<file path="src/rtl/exec_pkg.sv">
// Shared definitions for the execute-stage datapath.
//   XLEN_DEF        default datapath width
//   alu_op_e        ALU operation codes (11-15 reserved, result 0)
//   BR_*            bit positions inside the one-hot branch vector
//   FLAG_*          bit positions inside the {N,Z,C,V} flag vector
package exec_pkg;

    localparam int unsigned XLEN_DEF = 32;

    typedef enum logic [3:0] {
        ALU_ADD    = 4'd0,
        ALU_SUB    = 4'd1,
        ALU_AND    = 4'd2,
        ALU_OR     = 4'd3,
        ALU_XOR    = 4'd4,
        ALU_SLL    = 4'd5,
        ALU_SRL    = 4'd6,
        ALU_SRA    = 4'd7,
        ALU_SLT    = 4'd8,
        ALU_SLTU   = 4'd9,
        ALU_PASS_B = 4'd10
    } alu_op_e;

    localparam int unsigned BR_BEQ  = 0;
    localparam int unsigned BR_BNE  = 1;
    localparam int unsigned BR_BLT  = 2;
    localparam int unsigned BR_BGE  = 3;
    localparam int unsigned BR_BLTU = 4;
    localparam int unsigned BR_BGEU = 5;

    localparam int unsigned FLAG_V = 0;
    localparam int unsigned FLAG_C = 1;
    localparam int unsigned FLAG_Z = 2;
    localparam int unsigned FLAG_N = 3;

endpackage

</file>
<file path="src/rtl/exec_branch_unit_if.sv">
// Bus between the core control/operand muxing (master) and the execute unit (slave).
//   master drives: alu_a, alu_b, alu_control, pc, rs1_data, imm, pc_target_src, branch, jump
//   slave drives : alu_result, flags, pc_plus_inc, pc_target, pc_next_src, pc_next,
//                  result_q, flags_q, taken_q
interface exec_branch_unit_if #(
    parameter int unsigned XLEN = 32
);
    logic [XLEN-1:0] alu_a;
    logic [XLEN-1:0] alu_b;
    logic [3:0]      alu_control;
    logic [XLEN-1:0] pc;
    logic [XLEN-1:0] rs1_data;
    logic [XLEN-1:0] imm;
    logic            pc_target_src;
    logic [5:0]      branch;
    logic            jump;

    logic [XLEN-1:0] alu_result;
    logic [3:0]      flags;
    logic [XLEN-1:0] pc_plus_inc;
    logic [XLEN-1:0] pc_target;
    logic            pc_next_src;
    logic [XLEN-1:0] pc_next;
    logic [XLEN-1:0] result_q;
    logic [3:0]      flags_q;
    logic            taken_q;

    modport master (
        output alu_a, alu_b, alu_control, pc, rs1_data, imm, pc_target_src, branch, jump,
        input  alu_result, flags, pc_plus_inc, pc_target, pc_next_src, pc_next,
               result_q, flags_q, taken_q
    );

    modport slave (
        input  alu_a, alu_b, alu_control, pc, rs1_data, imm, pc_target_src, branch, jump,
        output alu_result, flags, pc_plus_inc, pc_target, pc_next_src, pc_next,
               result_q, flags_q, taken_q
    );
endinterface

</file>
<file path="src/rtl/exec_alu.sv">
// Purely combinational ALU with {N,Z,C,V} flags.
//   i_a, i_b   operands
//   i_op       operation code (alu_op_e encoding; 11-15 give result 0)
//   o_result   ALU result
//   o_flags    {N,Z,C,V}; N/Z from result for every op, C/V only for ADD/SUB/SLT/SLTU
module exec_alu
    import exec_pkg::*;
#(
    parameter int unsigned XLEN = XLEN_DEF
) (
    input  logic [XLEN-1:0] i_a,
    input  logic [XLEN-1:0] i_b,
    input  logic [3:0]      i_op,
    output logic [XLEN-1:0] o_result,
    output logic [3:0]      o_flags
);

    logic [XLEN:0]   w_add_full;
    logic [XLEN:0]   w_sub_full;
    logic [XLEN-1:0] w_add;
    logic [XLEN-1:0] w_sub;
    logic            w_add_v;
    logic            w_sub_v;
    logic [4:0]      w_shamt;

    // Subtraction as a + ~b + 1 so the carry-out directly means "no borrow".
    assign w_add_full = {1'b0, i_a} + {1'b0, i_b};
    assign w_sub_full = {1'b0, i_a} + {1'b0, ~i_b} + {{XLEN{1'b0}}, 1'b1};
    assign w_add      = w_add_full[XLEN-1:0];
    assign w_sub      = w_sub_full[XLEN-1:0];
    assign w_add_v    = (i_a[XLEN-1] == i_b[XLEN-1]) && (w_add[XLEN-1] != i_a[XLEN-1]);
    assign w_sub_v    = (i_a[XLEN-1] != i_b[XLEN-1]) && (w_sub[XLEN-1] != i_a[XLEN-1]);
    assign w_shamt    = i_b[4:0];

    always_comb begin
        o_result = '0;
        o_flags  = '0;
        case (i_op)
            ALU_ADD: begin
                o_result        = w_add;
                o_flags[FLAG_C] = w_add_full[XLEN];
                o_flags[FLAG_V] = w_add_v;
            end
            ALU_SUB: begin
                o_result        = w_sub;
                o_flags[FLAG_C] = w_sub_full[XLEN];
                o_flags[FLAG_V] = w_sub_v;
            end
            ALU_AND:    o_result = i_a & i_b;
            ALU_OR:     o_result = i_a | i_b;
            ALU_XOR:    o_result = i_a ^ i_b;
            ALU_SLL:    o_result = i_a << w_shamt;
            ALU_SRL:    o_result = i_a >> w_shamt;
            ALU_SRA:    o_result = $signed(i_a) >>> w_shamt;
            ALU_SLT: begin
                // signed less-than is N^V of the subtraction
                o_result        = {{(XLEN-1){1'b0}}, w_sub[XLEN-1] ^ w_sub_v};
                o_flags[FLAG_C] = w_sub_full[XLEN];
                o_flags[FLAG_V] = w_sub_v;
            end
            ALU_SLTU: begin
                o_result        = {{(XLEN-1){1'b0}}, ~w_sub_full[XLEN]};
                o_flags[FLAG_C] = w_sub_full[XLEN];
                o_flags[FLAG_V] = w_sub_v;
            end
            ALU_PASS_B: o_result = i_b;
            default:    o_result = '0;
        endcase
        o_flags[FLAG_N] = o_result[XLEN-1];
        o_flags[FLAG_Z] = (o_result == '0);
    end

endmodule

</file>
<file path="src/rtl/exec_branch_unit.sv">
// Execute stage of the single-cycle RV32I core: ALU, PC+inc adder, PC-target adder and
// branch/jump resolution, all combinational, plus a registered trace copy.
//   clk     rising-edge clock
//   rst     asynchronous active-low reset (clears the trace registers only)
//   bus     exec_branch_unit_if slave: operands/control in, results/next-PC/trace out
module exec_branch_unit
    import exec_pkg::*;
#(
    parameter int unsigned XLEN   = XLEN_DEF,
    parameter int unsigned PC_INC = 1
) (
    input  logic                clk,
    input  logic                rst,
    exec_branch_unit_if.slave   bus
);

    logic [XLEN-1:0] w_alu_result;
    logic [3:0]      w_flags;
    logic [XLEN-1:0] w_target_base;
    logic [XLEN-1:0] w_pc_plus_inc;
    logic [XLEN-1:0] w_pc_target;
    logic [5:0]      w_cond;
    logic            w_pc_next_src;

    logic [XLEN-1:0] r_result_q;
    logic [3:0]      r_flags_q;
    logic            r_taken_q;

    exec_alu #(.XLEN(XLEN)) u_alu (
        .i_a      (bus.alu_a),
        .i_b      (bus.alu_b),
        .i_op     (bus.alu_control),
        .o_result (w_alu_result),
        .o_flags  (w_flags)
    );

    assign w_target_base = bus.pc_target_src ? bus.pc : bus.rs1_data;
    assign w_pc_target   = w_target_base + bus.imm;
    assign w_pc_plus_inc = bus.pc + XLEN'(PC_INC);

    // Conditions assume the control unit selected SUB for branches.
    always_comb begin
        w_cond          = '0;
        w_cond[BR_BEQ]  =  w_flags[FLAG_Z];
        w_cond[BR_BNE]  = ~w_flags[FLAG_Z];
        w_cond[BR_BLT]  =  w_flags[FLAG_N] ^ w_flags[FLAG_V];
        w_cond[BR_BGE]  = ~(w_flags[FLAG_N] ^ w_flags[FLAG_V]);
        w_cond[BR_BLTU] = ~w_flags[FLAG_C];
        w_cond[BR_BGEU] =  w_flags[FLAG_C];
    end

    assign w_pc_next_src = bus.jump | (|(bus.branch & w_cond));

    assign bus.alu_result  = w_alu_result;
    assign bus.flags       = w_flags;
    assign bus.pc_plus_inc = w_pc_plus_inc;
    assign bus.pc_target   = w_pc_target;
    assign bus.pc_next_src = w_pc_next_src;
    assign bus.pc_next     = w_pc_next_src ? w_pc_target : w_pc_plus_inc;

    always_ff @(posedge clk or negedge rst) begin
        if (!rst) begin
            r_result_q <= '0;
            r_flags_q  <= '0;
            r_taken_q  <= 1'b0;
        end else begin
            r_result_q <= w_alu_result;
            r_flags_q  <= w_flags;
            r_taken_q  <= w_pc_next_src;
        end
    end

    assign bus.result_q = r_result_q;
    assign bus.flags_q  = r_flags_q;
    assign bus.taken_q  = r_taken_q;

endmodule

</file>
<file path="src/flat_wrapper.sv">
// flat-port wrapper written by rule: the top's interface ports become plain ports
module exec_branch_unit_flat import exec_pkg::*;
#(
    parameter int unsigned XLEN   = XLEN_DEF,
    parameter int unsigned PC_INC = 1
)
  (clk, rst, bus_alu_a, bus_alu_b, bus_alu_control, bus_pc, bus_rs1_data, bus_imm, bus_pc_target_src, bus_branch, bus_jump, bus_alu_result, bus_flags, bus_pc_plus_inc, bus_pc_target, bus_pc_next_src, bus_pc_next, bus_result_q, bus_flags_q, bus_taken_q);
  exec_branch_unit_if #(.XLEN(XLEN)) bus_i ();
  input  logic clk;
  input  logic rst;
  input wire logic [$bits(bus_i.alu_a)-1:0] bus_alu_a;
  input wire logic [$bits(bus_i.alu_b)-1:0] bus_alu_b;
  input wire logic [$bits(bus_i.alu_control)-1:0] bus_alu_control;
  input wire logic [$bits(bus_i.pc)-1:0] bus_pc;
  input wire logic [$bits(bus_i.rs1_data)-1:0] bus_rs1_data;
  input wire logic [$bits(bus_i.imm)-1:0] bus_imm;
  input wire logic [$bits(bus_i.pc_target_src)-1:0] bus_pc_target_src;
  input wire logic [$bits(bus_i.branch)-1:0] bus_branch;
  input wire logic [$bits(bus_i.jump)-1:0] bus_jump;
  output wire logic [$bits(bus_i.alu_result)-1:0] bus_alu_result;
  output wire logic [$bits(bus_i.flags)-1:0] bus_flags;
  output wire logic [$bits(bus_i.pc_plus_inc)-1:0] bus_pc_plus_inc;
  output wire logic [$bits(bus_i.pc_target)-1:0] bus_pc_target;
  output wire logic [$bits(bus_i.pc_next_src)-1:0] bus_pc_next_src;
  output wire logic [$bits(bus_i.pc_next)-1:0] bus_pc_next;
  output wire logic [$bits(bus_i.result_q)-1:0] bus_result_q;
  output wire logic [$bits(bus_i.flags_q)-1:0] bus_flags_q;
  output wire logic [$bits(bus_i.taken_q)-1:0] bus_taken_q;
  assign bus_i.alu_a = bus_alu_a;
  assign bus_i.alu_b = bus_alu_b;
  assign bus_i.alu_control = bus_alu_control;
  assign bus_i.pc = bus_pc;
  assign bus_i.rs1_data = bus_rs1_data;
  assign bus_i.imm = bus_imm;
  assign bus_i.pc_target_src = bus_pc_target_src;
  assign bus_i.branch = bus_branch;
  assign bus_i.jump = bus_jump;
  assign bus_alu_result = bus_i.alu_result;
  assign bus_flags = bus_i.flags;
  assign bus_pc_plus_inc = bus_i.pc_plus_inc;
  assign bus_pc_target = bus_i.pc_target;
  assign bus_pc_next_src = bus_i.pc_next_src;
  assign bus_pc_next = bus_i.pc_next;
  assign bus_result_q = bus_i.result_q;
  assign bus_flags_q = bus_i.flags_q;
  assign bus_taken_q = bus_i.taken_q;
  exec_branch_unit #(.XLEN(XLEN), .PC_INC(PC_INC)) u_core (.clk(clk), .rst(rst), .bus(bus_i));
endmodule
</file>
<file path="config.mk">
export PLATFORM = sky130hd
export DESIGN_NAME = exec_branch_unit_flat
export DESIGN_NICKNAME = d
export VERILOG_FILES = /design/src/rtl/exec_pkg.sv /design/src/rtl/exec_branch_unit_if.sv /design/src/rtl/exec_alu.sv /design/src/rtl/exec_branch_unit.sv /design/src/flat_wrapper.sv
export SDC_FILE = /design/constraint.sdc
export NUM_CORES = 1
export LEC_CHECK = 0
export BUFFER_PORTS_ARGS = -buffer_cell sky130_fd_sc_hd__buf_2
export CORE_MARGIN = 2
export CORE_UTILIZATION = 55
export CTS_CLUSTER_DIAMETER = 50
export DETAILED_ROUTE_END_ITERATION = 8
export PLACE_DENSITY = 0.81
export SYNTH_ARGS = -nofsm -noshare
export SYNTH_HDL_FRONTEND = slang
export SYNTH_HIERARCHICAL = 1
export SYNTH_SLANG_ARGS = --single-unit
</file>
<file path="constraint.sdc">
create_clock -name clk -period 8.9 [get_ports clk]
set_clock_uncertainty 0.05 [all_clocks]
set_input_delay 1.335 -clock clk [delete_from_list [all_inputs] [get_ports clk]]
set_output_delay 1.335 -clock clk [all_outputs]
set_load 0.02 [all_outputs]
</file>
==> run metrics <==
outcome complete, no violations; slew margin rel. 15.0%; share of cells above drive strength 1 26.5%; worst hold margin 1.16 ns; worst slew pin tran 1.26 ns; uppermost routed layer met5; worst slack, placed 0.187 ns; clk buf depth 2; filler cell count 2,350; clk slew on worst S/H paths 0.08 ns; syn avg cell area 7.31 µm²; Post-Route Setup TNS 0 ns; Rows 59; crit path launch type input port; Util after Layout 64.8%; CTS tree done; DIE AREA 28,100 µm²; Synth Register Bits 37; DR pass1 iterations 7; crit share post-route 96.3%; synth cell count leaders nor2_1 (205), nand2_1 (184), a21oi_1 (150); vias per cell 7.36; sequential element share of the synthesized area 6.28%; first-pass GRT wire length 111 mm; per-cell routed wire length 28.9 µm; Synthesized Nets 2,333; most common cell in the synthesized netlist nor2_1; vias in the first global route 17,714; Final WS setup 0.330 ns; fmax 0.117 GHz; Slew Limit Fails 0; maxcap violations 0; DP HPWL 59.4 mm; Die Ht 168 µm; area fraction in compound gates after synthesis 29.4%; initial antenna violation count 4; largest net degree at the start of global routing 107; DR WL met3 11.2 mm; Remaining DRCs 0; Hold Crit Class in2async; CTS hold repair buffers 0; final WL 75.9 mm; Leak 7.72 nW; TritonCTS Sinks 37; min Tclk post-route 8.57 ns; Post-Synth Simple-Gate Area 23.8%; core outline area 26,200 µm²; CP Class in2out; GP Congestion 1.12; critical path capture point type primary output; cell count after synthesis 2,017; post-synthesis mux area share 16.2%; Synth Area in Adders 12.3%; cell taking the most area after synthesis ha_1; final setup fails 0; worst path required time 7.52 ns; number of flops mapped to enable cells by yosys 0; Synth Flop Type dfrtp_1; grt ovf 0; synth top area cells ha_1 (12%), mux4_2 (6.7%), dfrtp_1 (6.3%), nor2_1 (5.2%), a21oi_1 (5.1%); main combinational cell family by area after synthesis compound AO/OA/AOI/OAI gates; met2 routed wirelength 31.2 mm; H-tree depth 2; nets 2,604; critical path arrival 7.18 ns; final hold vios 0; Synth Area in XOR/XNOR 4.49%; PwrDens 108 nW/µm²; post-route ant nets 0; VDD IR max 109 µV; Initial Utilization 56.2%; Max Fanout on Critical Path 55; Post-Syn Area 14,700 µm²; Synth top area share 11.7%; P&R area growth vs syn 15.2%; Async SR Flop Fraction 100%; setup repair bufs after CTS 0; vias post-DR 19,341; gr usage total 51.9%; setup repair after global routing missed its margin false; Die Width 168 µm; Ys Warns 6; I/O pins 344; DR iter-0 viols 3,833; M1 wire length 27.8 mm; TritonCTS Buffers 5; Port Buf Inserts 343; Root Buffer clkbuf_16; Unique masters post-synth 110
## critical path, cell delays in order
cell and delay (ns):
buf_2 0.10, buf_4 0.53, ha_1 0.42, nor2_1 0.12
a2111oi_2 0.57, o21ai_1 0.31, a311oi_1 0.61, xnor2_1 0.12
a221o_1 0.46, nor4_1 0.38, o2111ai_1 0.16, nor4_1 0.33
nand4b_1 0.17, nor2_2 0.18, mux2i_1 0.19, and3_1 0.24
clkinv_1 0.13, buf_12 0.19, o2111a_1 0.18, a211oi_2 0.22
buf_2 0.20
## layout make-up
class / count / area (µm²) / share of cell area [%]
flip-flops and latches: 37 / 926 / 5.45
clock buffers: 5 / 125 / 0.737
inverters: 114 / 428 / 2.52
well taps: 335 / 419 / 2.47
repair buffers: 413 / 2280 / 13.4
clock inverters: 3 / 46.3 / 0.273
multi-input cells: 1717 / 12800 / 75.1
diodes: 5 / 12.5 / 0.0737
## how the worst max path moves through the flow
| stage | from | end |
|---|---|---|
| 6_report | bus_alu_b[2] | bus_pc_next[27] |
| 5_1_grt | bus_alu_a[1] | bus_pc_next[27] |
| 4_1_cts | bus_alu_a[1] | bus_pc_next[24] |
| 3_5_place_dp | bus_alu_a[1] | bus_pc_next[24] |
| 3_3_place_gp | bus_alu_a[1] | bus_pc_next[24] |
| 2_1_floorplan | bus_alu_b[2] | bus_pc_next[0] |
## repair_timing
item / in CTS / in global routing
endpoints found under the setup margin: 0 / 33
resized for setup: 0 / 6
endpoints found under the hold margin: 0 / 0
## registers in the layout, summed over array words and instances (netlist names)
register,count
u_core/bus.result_q,32
u_core/bus.taken_q,1
u_core/bus.flags_q,4
## metrics by stage
step / std cells / power [mW] / area (µm²)
after detailed placement: 2616 / 1.54 / 16800
after global routing: 2625 / 1.91 / 17000
final: 2629 / 1.84 / 17000
after CTS: 2624 / 1.78 / 16900
after floorplan: 2017 / 1.07 / 14800
after global placement: 2616 / 1.52 / 16800
## cells by family after synthesis
group / after synthesis
buf+inv: 263
xor+xnor: 73
mux: 174
fa+ha+maj: 142
compound gates: 627
simple gates: 701
flops: 37
## layout by cell type, fill, tap and decap left out, drive strengths merged, types with 23 or more instances in the layout
cell type,Yosys,final
buf,69,413
nor2,208,208
nand2,184,184
a21oi,156,156
ha,138,138
o21ai,125,125
inv,112,112
mux2,67,67
mux2i,63,63
nor3,57,57
xnor2,50,50
a211oi,46,46
mux4,44,44
nand3,44,44
dfrtp,37,37
nand4,31,31
o22ai,30,30
a21o,29,29
o211ai,28,28
nand2b,27,27
xor2,23,23
## where the power goes
group	switching, mW	total (mW)	internal [mW]
Clock	0.104	0.238	0.134
Combinational	0.933	1.41	0.475
Sequential	0.00532	0.195	0.190
## metal layers
metal | global-route usage [%] | up-vias
li1 | - | 8112
met3 | 17.1 | 414
met4 | 29.8 | 2
met2 | 76.2 | 1884
met1 | 66.5 | 8929
met5 | 0 | -
(Power assumes the default switching activity.)
